$ cat config.mk
export PLATFORM = sky130hd
export DESIGN_NAME = serial_add32
export DESIGN_NICKNAME = d
export VERILOG_FILES = /design/src/rtl/serial_add32.sv
export SDC_FILE = /design/constraint.sdc
export NUM_CORES = 1
export LEC_CHECK = 0
export CAP_MARGIN = 20
export CORE_ASPECT_RATIO = 1.4
export CORE_UTILIZATION = 55
export CTS_CLUSTER_DIAMETER = 60
export DETAILED_ROUTE_END_ITERATION = 8
export PLACE_DENSITY = 0.95
export SYNTH_ARGS = -nofsm -noshare
export SYNTH_HDL_FRONTEND = slang
export SYNTH_SLANG_ARGS = --single-unit
export TNS_END_PERCENT = 1
$ cat constraint.sdc
create_clock -name clk -period 2.9 [get_ports clk]
set_input_delay 0.435 -clock clk [delete_from_list [all_inputs] [get_ports clk]]
set_output_delay 0.435 -clock clk [all_outputs]
set_load 0.01 [all_outputs]
$ cat src/rtl/serial_add32.sv
// -----------------------------------------------------------------------------
// serial_add32 -- nibble-serial 32-bit adder/subtractor
//
// Two 32-bit operands are captured on an accepted start. One 4-bit slice per
// cycle, LSB nibble first, goes through a single 4-bit carry look-ahead adder
// (cla4). The inter-nibble carry is held in a register. The 32-bit result is
// assembled by shifting each sum nibble in from the MSB end. Latency is
// 8 cycles from the accept edge to done.
//
// Ports
//   clk      in   1  rising-edge clock
//   reset    in   1  synchronous, active-high; has priority over start
//   start    in   1  request, sampled only while busy=0 (IDLE or DONE)
//   op       in   1  0 = a+b, 1 = a-b (captured with start)
//   a        in  32  operand A (captured with start)
//   b        in  32  operand B (captured with start)
//   result   out 32  sum/difference, valid from done until the next accept
//   co       out  1  carry out of bit 31 (subtract: 1 = no borrow)
//   ovf      out  1  two's-complement signed overflow
//   busy     out  1  high while nibbles are being processed
//   done     out  1  one-cycle pulse when result/co/ovf become valid
//   state_o  out  2  FSM state for observation: 0 IDLE, 1 CALC, 2 DONE
//
// Handshake: a request is accepted on a rising edge where start=1 and busy=0.
// The operands presented on that edge are the only ones used; start while
// busy=1 is dropped. Each accepted request yields exactly one done pulse
// unless reset intervenes.
// -----------------------------------------------------------------------------

module cla4 (
    input  logic [3:0] a_i,
    input  logic [3:0] b_i,
    input  logic       ci_i,
    output logic [3:0] s_o,
    output logic       co_o
);
    logic [3:0] g;
    logic [3:0] p;
    logic [4:0] c;

    assign g = a_i & b_i;
    assign p = a_i ^ b_i;

    // Every carry is expanded from generate/propagate and the carry-in,
    // rather than rippling through the lower carries.
    assign c[0] = ci_i;
    assign c[1] = g[0] | (p[0] & ci_i);
    assign c[2] = g[1] | (p[1] & g[0]) | (p[1] & p[0] & ci_i);
    assign c[3] = g[2] | (p[2] & g[1]) | (p[2] & p[1] & g[0])
                | (p[2] & p[1] & p[0] & ci_i);
    assign c[4] = g[3] | (p[3] & g[2]) | (p[3] & p[2] & g[1])
                | (p[3] & p[2] & p[1] & g[0])
                | (p[3] & p[2] & p[1] & p[0] & ci_i);

    assign s_o  = p ^ c[3:0];
    assign co_o = c[4];
endmodule

module serial_add32 (
    input  logic        clk,
    input  logic        reset,
    input  logic        start,
    input  logic        op,
    input  logic [31:0] a,
    input  logic [31:0] b,
    output logic [31:0] result,
    output logic        co,
    output logic        ovf,
    output logic        busy,
    output logic        done,
    output logic [1:0]  state_o
);
    typedef enum logic [1:0] {
        IDLE = 2'd0,
        CALC = 2'd1,
        DONE = 2'd2
    } state_t;

    state_t      state_q, state_d;
    logic [2:0]  cnt_q, cnt_d;
    logic        c_q, c_d;
    logic [31:0] ra_q, ra_d;
    logic [31:0] rb_q, rb_d;
    logic [31:0] result_q, result_d;
    logic        co_q, co_d;
    logic        ovf_q, ovf_d;

    logic [3:0]  nib_s;
    logic        nib_co;

    cla4 u_cla4 (
        .a_i  (ra_q[3:0]),
        .b_i  (rb_q[3:0]),
        .ci_i (c_q),
        .s_o  (nib_s),
        .co_o (nib_co)
    );

    always_comb begin
        state_d  = state_q;
        cnt_d    = cnt_q;
        c_d      = c_q;
        ra_d     = ra_q;
        rb_d     = rb_q;
        result_d = result_q;
        co_d     = co_q;
        ovf_d    = ovf_q;

        case (state_q)
            CALC: begin
                c_d      = nib_co;
                result_d = {nib_s, result_q[31:4]};
                ra_d     = {4'b0000, ra_q[31:4]};
                rb_d     = {4'b0000, rb_q[31:4]};
                cnt_d    = cnt_q + 3'd1;
                if (cnt_q == 3'd7) begin
                    co_d    = nib_co;
                    // rb_q holds the effective operand, already inverted for
                    // subtract, so the usual same-sign overflow rule applies.
                    ovf_d   = (ra_q[3] == rb_q[3]) && (nib_s[3] != ra_q[3]);
                    state_d = DONE;
                end
            end
            DONE: begin
                state_d = IDLE;
            end
            default: begin
                state_d = IDLE;
            end
        endcase

        // Accept from IDLE or DONE. Subtract is a + ~b + 1, with the +1
        // entering as the initial carry.
        if (start && (state_q != CALC)) begin
            state_d  = CALC;
            ra_d     = a;
            rb_d     = op ? ~b : b;
            c_d      = op;
            cnt_d    = 3'd0;
            result_d = 32'd0;
            co_d     = 1'b0;
            ovf_d    = 1'b0;
        end
    end

    always_ff @(posedge clk) begin
        if (reset) begin
            state_q  <= IDLE;
            cnt_q    <= 3'd0;
            c_q      <= 1'b0;
            ra_q     <= 32'd0;
            rb_q     <= 32'd0;
            result_q <= 32'd0;
            co_q     <= 1'b0;
            ovf_q    <= 1'b0;
        end else begin
            state_q  <= state_d;
            cnt_q    <= cnt_d;
            c_q      <= c_d;
            ra_q     <= ra_d;
            rb_q     <= rb_d;
            result_q <= result_d;
            co_q     <= co_d;
            ovf_q    <= ovf_d;
        end
    end

    // busy/done are pure decodes of the state register, so neither has a
    // path from any input.
    assign result  = result_q;
    assign co      = co_q;
    assign ovf     = ovf_q;
    assign busy    = (state_q == CALC);
    assign done    = (state_q == DONE);
    assign state_o = state_q;
endmodule

==> results.md <==
- FF+latch count, synth: 104
- RD Place Congestion: 0.7584
- Hold buffer count at CTS: 0
- Number of synthesized flops with an enable pin: 0
- CTS Buf Count: 9
- PD cells: 547.5 nW/µm²
- Global-route wire length before repair: 17530 µm
- RSZ-0062 raised after global routing: false
- Worst path arrival time: 1.90 ns
- IO Port Bufs: 105
- Synthesis warning total: 0
- Initial drt markers: 279
- Status: completed
- Fillcell total: 617
- Tcrit/Tclk final: 80.57%
- Worst Hold Path Cells: 2
- Worst Path Required: 2.47 ns
- H-tree depth: 3
- Clock sink total: 104
- Drt total wl: approximately 10000 µm
- CTS clk-pin slew, worst paths: roughly 0.07 ns
- Crit end category: output port
- Crit path kind: register to output port
- Max cap viols: 0
- Slew margin rel.: 40.77%
- Die Span Y: 112.8 µm
- Cell Rows: 40
- Die width: 81.12 µm
- Routed Antenna Nets: 0
- DP HPWL: between 7000 and 8000 µm
- Fin nets: 688
- I/O pin total: 106
- CTS tree: built
- CP max FO: 35
- Core Region: 8558 µm²
- Via count: 3968
- Clk_skew: 0.004207 ns
- Layout cells sized above 1: between 7 and 8%
- Area of the multi-input gates: 2366 µm²
- Vias in the first global route: 3909
- Sequential Area: around 2100 µm²
- Fmax: 428.0 MHz
- Drt pass-1 iters: 4
- Post-synth top area share: 43.20%
- Largest net degree at the start of global routing: 73
- Final std cells w/o fill: 723
- Vias per cell: 5.488
- Initial cell density of the core: 56.32%
- LEAKAGE: 2.203 nW
- Min cycle time layout: 2.337 ns
- Layout area overhead: 24.12%
- Post-Route Setup TNS: 0 ns
- Post-CTS sizing: 0
- Slew of the pin with the lowest slew margin: 0.8885 ns
- WL per Instance: roughly 14 µm
- GRT Resource Usage Total: approximately a quarter
- Most frequently used flop master after synthesis: dfxtp_1
- Initial antenna violation count: 0
- Clk buf depth: 2
- Setup crit start kind: register
- GRT overflow: 0
- Most common cell in the netlist: dfxtp_1
- Ys async rst share: 0%
- Placed cells: just over 700
- Reg2Reg Depth: 6
- Clock Latency Late Sink: between 0.3 and 0.4 ns
- N_diodes: 0
- # Post-CTS Setup Buffers: 0
- Final Hold Viols: 0
- Yosys top cell by area: dfxtp_1
- Netlist cell types: 34
- Post-synth top cells: dfxtp_1 (104), nor2_1 (101), nand2_1 (62), a211oi_1 (61), a21oi_1 (51)
- Mean post-synth cell area: 8.942 µm²
- Residual DRC: 0
- Final setup violation count: 0
- CTS Root Cell: clkbuf_16
- Synth area leaders: dfxtp_1 (43%), a211oi_1 (9.5%), nor2_1 (7.9%)
- VDD IR max: slightly above 0.0004 V
- HP Class: primary input to register
- Die area: 9147 µm²
- Final slew viol count: 0
- Sequential element share of the synthesized area: 43.20%
- Worst R2R Setup Slack: 0.77 ns
- Mapped cell area: 4820 µm²
- Gate count of the mapped netlist: between 500 and 600
- Synthesized Nets: roughly 610
-- logic make-up (layout without fill, tap and decap cells) --
| logic type | Yosys count | in the layout | share of synthesized area (%) |
|---|---|---|---|
| and+or+nand+nor | 176 | 176 | 15.06 |
| AOI/OAI and AO/OA | 132 | 132 | 18.82 |
| DFF | 104 | 104 | 43.20 |
| buffers and inverters | 52 | 131 | 7.710 |
| xor gates and xnor gates | 34 | 34 | 6.179 |
| muxes | 34 | 34 | 7.061 |
| adders and majority gates | 7 | 7 | 1.973 |
-- metrics by stage --
stage | utilization [%] | power (W) | setup WS (ns) | instance area (µm²) | hold WS, ns
floorplan | - | 0.001976 | 1.350 | 4820 | 0.4400
global placement | 66.52 | 0.002094 | 0.8819 | 5693 | 0.4454
detailed placement | 66.52 | 0.002119 | 0.7869 | 5693 | 0.4616
CTS | 69.90 | 0.003288 | 0.5638 | 5982 | 0.4444
global route | 69.90 | 0.003410 | 0.4548 | 5982 | 0.4528
finish | 69.90 | 0.003275 | 0.5634 | 5982 | 0.4471
-- sequential cells by signal (all words and copies together) (netlist names) --
name	count
c_q	1
ra_q	32
result	32
cnt_q	3
co	1
state_o	2
ovf	1
rb_q	32
-- where the power goes --
group | total, W | switching (W) | internal, W
combinational | 0.000523 | 0.000274 | 0.000249
clock | 0.00118 | 0.000516 | 0.000665
sequential | 0.00157 | 0.0000542 | 0.00152
-- cell usage in the layout, fill, tap and decap left out, types with 2 or more instances in the layout --
cell type and n:
nor2_1 101, nand2_2 2, clkdlybuf4s50_1 102, mux2i_1 34, nand4b_1 2, inv_1 3
a31o_1 2, nand2b_1 3, a211oi_1 61, ha_1 6, a21oi_1 51, buf_4 6
a211oi_2 2, buf_2 2, dfxtp_1 104, clkbuf_16 9, clkinvlp_4 2, nor2b_1 2
xnor2_1 33, a221oi_2 2, clkinv_2 3, nand2_1 62, a21oi_2 10
-- path summary, 6_finish.rpt --
| path | from | endpoint |
|---|---|---|
| max | state_o[0]$_SDFFE_PP0P_ | busy |
| min | reset | rb_q[11]$_SDFFE_PP0P_ |
| min reg2reg | result[3]$_SDFFE_PP0P_ | result[3]$_SDFFE_PP0P_ |
| max reg2reg | state_o[1]$_SDFFE_PP0P_ | result[24]$_SDFFE_PP0P_ |
-- layer usage --
layer	vias to the layer above	wire, µm	GRT usage, %	share of wire (%)
met5	-	0	0	0
met4	0	312	11.55	3.0
met3	24	447	5.081	4.3
met2	113	5583	43.19	53
met1	1840	4139	27.61	39
li1	1991	-	-	-
-- area by class of cell --
type,count,area share (%)
sequential,104,34.80
clock inverter,6,1.004
timing repair buffer,111,18.32
tap,105,2.196
multi-input combinational,383,39.55
inverter,4,0.2928
clock buffer,10,3.828
-- worst max-delay path: stages, from the launching register on --
cell and delay [ns]:
dfxtp_1 0.40, nand2b_4 0.21, inv_4 0.34, clkdlybuf4s50_1 0.61
(Power assumes the default switching activity.)
